===== config.mk =====
export PLATFORM = sky130hd
export DESIGN_NAME = byte_serial_add32_ctrl
export DESIGN_NICKNAME = d
export VERILOG_FILES = /design/src/rtl/byte_serial_add32_ctrl.sv
export SDC_FILE = /design/constraint.sdc
export NUM_CORES = 1
export LEC_CHECK = 0
export ABC_AREA = 1
export CORE_ASPECT_RATIO = 0.75
export CORE_MARGIN = 2
export CORE_UTILIZATION = 42
export DETAILED_ROUTE_END_ITERATION = 12
export HOLD_SLACK_MARGIN = 0.06
export PLACE_DENSITY = 0.76
export SETUP_SLACK_MARGIN = 0.2
export SLEW_MARGIN = 20
export SYNTH_ARGS = -nofsm -noshare
export SYNTH_HDL_FRONTEND = slang
export SYNTH_SLANG_ARGS = --single-unit

===== constraint.sdc =====
create_clock -name clk -period 3.7 [get_ports clk]
set_clock_uncertainty 0.15 [all_clocks]
set_input_delay 0.555 -clock clk [delete_from_list [all_inputs] [get_ports clk]]
set_output_delay 0.555 -clock clk [all_outputs]
set_load 0.03 [all_outputs]

===== src/rtl/byte_serial_add32_ctrl.sv =====
// byte_serial_add32_ctrl
// 32-bit add (optionally subtract) built from four passes through one shared,
// external 8-bit adder. An operation latches its operands, then spends four
// RUN cycles on bytes 0..3 (carry threaded through a register), raises done
// for one cycle and returns to IDLE.
//
// Optional feature: define ADD32_SUB_EN to add the op_sub port. When op_sub is
// latched high, b is inverted and the initial carry is 1, giving a - b
// (cout=1 then means "no borrow").
module byte_serial_add32_ctrl (
    input  logic        clk,
    input  logic        rst,
    input  logic        start,
    input  logic [31:0] op_a,
    input  logic [31:0] op_b,
`ifdef ADD32_SUB_EN
    input  logic        op_sub,
`endif
    output logic        busy,
    output logic        done,
    output logic [31:0] result,
    output logic        cout,
    output logic        ovf,
    output logic [7:0]  add_a,
    output logic [7:0]  add_b,
    output logic        add_cin,
    input  logic [7:0]  add_sum,
    input  logic        add_cout
);

    typedef enum logic [1:0] {
        S_IDLE = 2'd0,
        S_RUN  = 2'd1,
        S_DONE = 2'd2
    } state_t;

    state_t      r_state;
    state_t      w_next;

    logic [1:0]  r_idx;
    logic [31:0] r_a;
    logic [31:0] r_b;        // effective b (already inverted for subtract)
    logic        r_carry;
    logic [31:0] r_result;
    logic        r_cout;
    logic        r_ovf;

    logic        w_accept;
    logic        w_last;
    logic        w_cin0;
    logic [31:0] w_b_eff;
    logic        w_ovf;

    // A start only counts while idle; RUN and DONE ignore it entirely.
    assign w_accept = (r_state == S_IDLE) && start;
    assign w_last   = (r_idx == 2'd3);

`ifdef ADD32_SUB_EN
    logic r_sub;

    // Latch the subtract select together with the operands.
    always_ff @(posedge clk) begin
        if (rst) begin
            r_sub <= 1'b0;
        end else if (w_accept) begin
            r_sub <= op_sub;
        end
    end

    assign w_b_eff = op_sub ? ~op_b : op_b;
    assign w_cin0  = r_sub;
`else
    assign w_b_eff = op_b;
    assign w_cin0  = 1'b0;
`endif

    // Signed overflow: operands agree in sign but the top result bit does not.
    // Evaluated on the byte-3 capture, where add_sum[7] becomes result[31].
    assign w_ovf = (r_a[31] == r_b[31]) && (add_sum[7] != r_a[31]);

    // State register; reset wins over everything, including a same-cycle start.
    always_ff @(posedge clk) begin
        if (rst) begin
            r_state <= S_IDLE;
        end else begin
            r_state <= w_next;
        end
    end

    // Next-state logic: IDLE -> RUN on start, RUN -> DONE after byte 3,
    // DONE -> IDLE unconditionally.
    always_comb begin
        w_next = r_state;
        case (r_state)
            S_IDLE:  if (start) w_next = S_RUN;
            S_RUN:   if (w_last) w_next = S_DONE;
            S_DONE:  w_next = S_IDLE;
            default: w_next = S_IDLE;
        endcase
    end

    // Outputs decoded from state; the shared adder sees zeros outside RUN.
    always_comb begin
        busy    = 1'b0;
        done    = 1'b0;
        add_a   = 8'd0;
        add_b   = 8'd0;
        add_cin = 1'b0;
        case (r_state)
            S_RUN: begin
                busy    = 1'b1;
                add_a   = r_a[8*r_idx +: 8];
                add_b   = r_b[8*r_idx +: 8];
                add_cin = (r_idx == 2'd0) ? w_cin0 : r_carry;
            end
            S_DONE: begin
                done = 1'b1;
            end
            default: ;
        endcase
    end

    // Operand latch: captured only on an accepted start, held afterwards.
    always_ff @(posedge clk) begin
        if (w_accept && !rst) begin
            r_a <= op_a;
            r_b <= w_b_eff;
        end
    end

    // Byte-serial datapath: each RUN cycle stores one sum byte and the carry;
    // the last byte also freezes cout/ovf, which then hold until the next start.
    always_ff @(posedge clk) begin
        if (rst) begin
            r_idx    <= 2'd0;
            r_carry  <= 1'b0;
            r_result <= 32'd0;
            r_cout   <= 1'b0;
            r_ovf    <= 1'b0;
        end else if (w_accept) begin
            r_idx    <= 2'd0;
            r_carry  <= 1'b0;
            r_result <= 32'd0;
        end else if (r_state == S_RUN) begin
            r_result[8*r_idx +: 8] <= add_sum;
            r_carry                <= add_cout;
            r_idx                  <= r_idx + 2'd1;
            if (w_last) begin
                r_cout <= add_cout;
                r_ovf  <= w_ovf;
            end
        end
    end

    assign result = r_result;
    assign cout   = r_cout;
    assign ovf    = r_ovf;

endmodule

==> results of run 1 <==
==> synth_stat cells (2+ instances only) <==
master and n:
a21oi_1 44, buf_2 7, buf_4 5, buf_6 4, clkbuf_2 2, dfxtp_1 39, edfxtp_1 64, ha_1 6
inv_1 14, inv_2 3, inv_4 2, nand2_1 64, nand2_4 2, nand3_1 3, nand3_4 3, nor2_1 93
nor2_2 2, nor2_4 3, nor3_1 9, nor3_2 7, o21ai_0 38, o21ai_1 3
==> power by group <==
group	leakage [nW]	switching [mW]	total (mW)	internal, mW
combinational	0.995	0.165	0.299	0.134
clock	0.160	0.405	0.979	0.575
sequential	0.909	0.0152	1.28	1.26
==> flip-flops by register name, indices dropped and copies added, names as in the netlist <==
| register | cells |
|---|---|
| r_idx | 2 |
| result | 32 |
| ovf | 1 |
| r_b | 32 |
| r_a | 32 |
| cout | 1 |
| r_state | 2 |
| r_carry | 1 |
==> per-stage QoR <==
step / std cells / hold WS [ns]
CTS: 682 / 0.316
detailed placement: 666 / 0.309
global placement: 666 / 0.305
floorplan: 420 / 0.294
finish: 682 / 0.316
global route: 682 / 0.335
==> cells in the final DEF (no fill, tap or decap) <==
cell type and instances:
a21oi_1 44, buf_12 1, buf_4 4, clkbuf_16 11, clkbuf_8 2, clkdlybuf4s50_1 127
clkinv_1 2, clkinv_4 1, dfxtp_1 39, edfxtp_1 64, ha_1 6, inv_1 14
inv_2 3, inv_4 3, nand2_1 64, nand2_2 1, nand2_4 2, nand3_1 3
nand3_4 3, nor2_1 92, nor2_2 2, nor2_4 4, nor3_1 9, nor3_2 7
o211ai_1 1, o21ai_0 38, o21ai_1 3
==> cell type report <==
cell class,count,area (um^2),share of cell area
Clock buffer,13,303,0.0509
Clock inverter,3,18.8,0.00315
Inverter,20,80.1,0.0135
Multi-Input combinational cell,279,1360,0.229
Sequential cell,103,2700,0.454
Tap cell,132,165,0.0277
Timing Repair Buffer,132,1320,0.222
==> worst reg2reg max path, cell delays in order, from the launching register on <==
cell and delay (ns):
dfxtp_1 0.31, buf_4 0.20, inv_4 0.38, ha_1 0.70, clkinv_1 0.40, nor3_1 0.30
nor2_1 0.07, nor2_1 0.10
==> cells by family (layout without fill, tap and decap cells) <==
group	count (synthesis)	after routing	synth area share
flip-flops	103	103	0.634
buffers and inverters	38	168	0.0487
AND/OR/NAND/NOR	187	187	0.199
AO/OA/AOI/OAI	86	86	0.101
adder cells (fa/ha/maj)	6	6	0.0176
==> worst max-delay path by stage <==
stage	to	slack, ns	start
2_1_floorplan	r_a[0]	0.81	r_state[0]
3_3_place_gp	add_a[2]	0.94	r_idx[0]
3_5_place_dp	add_a[2]	0.98	r_idx[0]
4_1_cts	add_a[2]	0.60	r_idx[0]
5_1_grt	add_a[5]	0.44	r_idx[1]
6_report	add_a[3]	0.63	r_idx[0]
==> routing by layer <==
layer  share of wire  vias up  wire length (um)
met5               0        -                 0
met4           0.016        0               168
met3           0.083       16               871
met2            0.46      124              4870
met1            0.44     1521              4610
li1                -     1659                 -
==> reports/results.ini, run 1 <==
[worst_setup_path]
crit_type=flip-flop to output pin
cp_top_family=buffers and inverters
setup.worst_path.end_class=output pin
start_kind=flip-flop
max_stage_delay_ns=0.69
r2r_start=r_idx[0]
path_depth=5
crit_slowest_cell=clkdlybuf4s50_1
r2r_slack_ns=1.03
path_max_fanout=45
crit_chain=buf_4, inv_4, o21ai_0, a21oi_1, clkdlybuf4s50_1
cp.arrival_ns=2.36
rr_endpoint=result[7]
path_buf_inv=3
required_ns=2.99
r2r.worst_path.cells=7

[finish]
diodes=0
layout.nets=627
filler_cell_count=825
layout-drive-gt1-share=0.0800
design_area_mm2=0.00595
area_growth_pct=39.6
utilization=0.609

[floorplanning]
initial_core_util=0.436
design.die.area_mm2=0.0110
die_h_um=91.3
core_mm2=0.00977
rows=31
ios=129
die_w_um=120

[sta]
min_period_over_period=0.829
setup-tns-final_ns=0
maxSlewViolCount=0
min_period_ns=3.07
rsz0062_at_grt=no
fmax_ghz=0.326
setup_ws_ns=0.632
hold_viol=0
worst_slew_pin_slew_ns=0.694
slew_headroom=0.538
finalSetupViolCount=0

[synthesis]
ys_seq_area_frac=0.634
synth.top_cell.area_share=0.451
synth_warnings=0
synth_top_cell_by_area=edfxtp_1
syn_nets=502
synth_edf_count=64
synth_area_leaders=edfxtp_1, dfxtp_1, nor2_1
synthCells=420
syn-cell-area_mm2=0.00427
syn_area_per_cell_um2=10.2
synthFlopType=edfxtp_1
ys_ff_latch=103
synth-async-reset-ratio=0
synth_cell_types=25

[worst_hold_path]
hold_class=flip-flop to flip-flop
worstHoldEndpoint=result[18]
min-delay-start=result[18]
hold_depth=2

[power]
p_per_area_mw_per_mm2=429
total_power_mw=2.56
leakagePower_nw=2.06
vdd_ir_drop_max_uv=329

[global_route]
grt_busiest_layer=met2
antenna_found_initial=0
use_met1=0.266
track_usage=0.201
grt_max_degree=46
grt.met2_usage=0.318
grt_pass1_wl_um=16900
grt_pass1_vias=3273
gr-total-overflow=0
use_met3=0.0609

[clocking]
htreeDepth=3
postCtsSetupBuffers=0
insertion_delay_ns=0.34
clock_path_buffers=2
clk_pin_slew_ns=0.07
cts_hold_buffers=0
cts_tree=done
cts_resized=0
cts_buffers=9
cts_sinks=103
cts_root_buffer=clkbuf_16

[job]
maxCapViolations=0

[placement]
hpwl_um=7520
dp_slack_ns=0.981
dpl-instance-area_mm2=0.00563
place_congestion=0.822
portBuffers=128

[drt]
wl_per_cell_um=15.4
routed_wl_um=10500
first_pass_iters=4
vias=3320
drt_iter0_drc=260
drtAntennaViolNets=0
drc=0
viasPerCell=4.87

[run_status]
status=completed

(Power assumes the default switching activity.)
==> inputs of run 2 (changes only) <==
Settings changed: CORE_UTILIZATION 42 to 45, PLACE_DENSITY 0.76 to 0.77.
Clock period 3.7 ns to 3.06 ns, I/O delays scaled along.
==> reports/results.ini, run 2 (same netlist as run 1, synthesis figures left out) <==
[clocking]
cts_hold_buffers=0
insertion_delay_ns=0.34
cts_buffers=9
cts_root_buffer=clkbuf_16
clock_path_buffers=2
cts_tree=done
postCtsSetupBuffers=0
cts_sinks=103
clk_pin_slew_ns=0.07
htreeDepth=3

[worst_setup_path]
setup.worst_path.end_class=output pin
max_stage_delay_ns=0.70
start_kind=flip-flop
path_buf_inv=1
r2r_start=r_idx[1]
cp_top_family=buffers and inverters
cp.arrival_ns=2.18
crit_start=r_state[0]
crit_slowest_cell=clkdlybuf4s50_1
path_max_fanout=23
rr_endpoint=result[7]
r2r.worst_path.cells=7
r2r_slack_ns=1.06
required_ns=2.45
cp-endpoint=add_a[2]
crit_type=flip-flop to output pin
crit_chain=nand2_4, a21oi_1, clkdlybuf4s50_1
path_depth=3

[power]
p_sw_frac=0.233
pwr-share-clk=0.370
switching_power_mw=0.705
combPwrFrac=0.119
vdd_ir_drop_max_uv=323
p_int_mw=2.32
pwr-share-seq=0.511
leakagePower_nw=2.27
p_per_area_mw_per_mm2=508

[worst_hold_path]
hold_class=flip-flop to flip-flop
min-delay-start=result[17]

[sta]
slew_headroom=0.665
fin_hold_ws_ns=0.315
worst_slew_pin_slew_ns=0.502
min_period_over_period=0.911
setup_ws_ns=0.272
finalSetupViolCount=0
min_period_ns=2.79
hold_viol=0
setup-tns-final_ns=0
rsz0062_at_grt=no
fmax_ghz=0.359
maxSlewViolCount=0

[drt]
drtAntennaViolNets=0
wl_per_cell_um=15.4
first_pass_iters=4
drc=0
viasPerCell=4.99
vias=3385
routed_wl_um=10400
drt_iter0_drc=174

[finish]
diodes=0
layout-drive-gt1-share=0.0853
area_growth_pct=39.7
final_common_cell=clkdlybuf4s50_1
layout.nets=628
utilization=0.653
final_cell_mix=clkdlybuf4s50_1, nor2_1, nand2_1, edfxtp_1, a21oi_1

[global_route]
antenna_found_initial=0
track_usage=0.211
gr-total-overflow=0
grt_pass1_vias=3339
grt_pass1_wl_um=16300
grt_max_degree=52

[floorplanning]
ios=129
initial_core_util=0.468
design.die.area_mm2=0.0103
core_mm2=0.00912
rows=30
die_w_um=116
die_h_um=88.3

[placement]
dp_slack_ns=0.567
hpwl_um=7440
place_congestion=0.808
portBuffers=128

[job]
maxCapViolations=0

[run_status]
status=completed

==> run 2: worst min path at each step <==
stage / endpoint / slack (ns) / depth (start not counted)
4_1_cts: result[17] / 0.32 / 2
3_5_place_dp: r_carry / 0.31 / 2
3_3_place_gp: r_carry / 0.30 / 2
2_1_floorplan: r_carry / 0.29 / 2
5_1_grt: r_carry / 0.33 / 2
6_report: result[17] / 0.32 / 2
==> run 2: layout make-up <==
cell class                      instances  area (um^2)
Sequential cell                       103         2700
Timing Repair Buffer                  133         1360
Clock inverter                          6         61.3
Tap cell                              128          160
Inverter                               20         82.6
Multi-Input combinational cell        279         1360
Clock buffer                           10          229
Fill cell                             725         3160
==> run 2: stage by stage <==
step | total power, mW | cell area [um^2] | std cells
finish | 3.02 | 5960 | 679
global route | 3.13 | 5960 | 679
CTS | 3.05 | 5920 | 679
detailed placement | 1.94 | 5630 | 663
global placement | 1.93 | 5630 | 663
floorplan | 1.76 | 4270 | 420
==> run 2: power by group through the flow <==
| stage | combinational (mW) | sequential (mW) | clock (mW) |
|---|---|---|---|
| floorplan | 0.180 | 1.58 | 0 |
| global placement | 0.357 | 1.57 | 0 |
| detailed placement | 0.362 | 1.58 | 0 |
| CTS | 0.363 | 1.55 | 1.14 |
| global route | 0.390 | 1.55 | 1.19 |
| finish | 0.360 | 1.55 | 1.12 |
==> run 2: metal layers <==
metal | GRT usage | share of wire | vias to the layer above
met5 | 0 | 0 | -
met4 | 0.0714 | 0.015 | 0
met3 | 0.0664 | 0.073 | 17
met2 | 0.346 | 0.48 | 120
met1 | 0.267 | 0.44 | 1587
li1 | - | - | 1661
==> run 2: worst reg2reg max path: cells and delay by family, from the launching register on <==
family / cells / cell delay, ns
buffers and inverters: 3 / 0.78
adders and majority gates: 1 / 0.24
and+or+nand+nor: 3 / 0.42
DFF: 1 / 0.37
==> run 2: timing repair <==
item	in CTS	in global routing
endpoints found under the setup margin	1	14
gates resized for setup	1	15
gates cloned	0	0
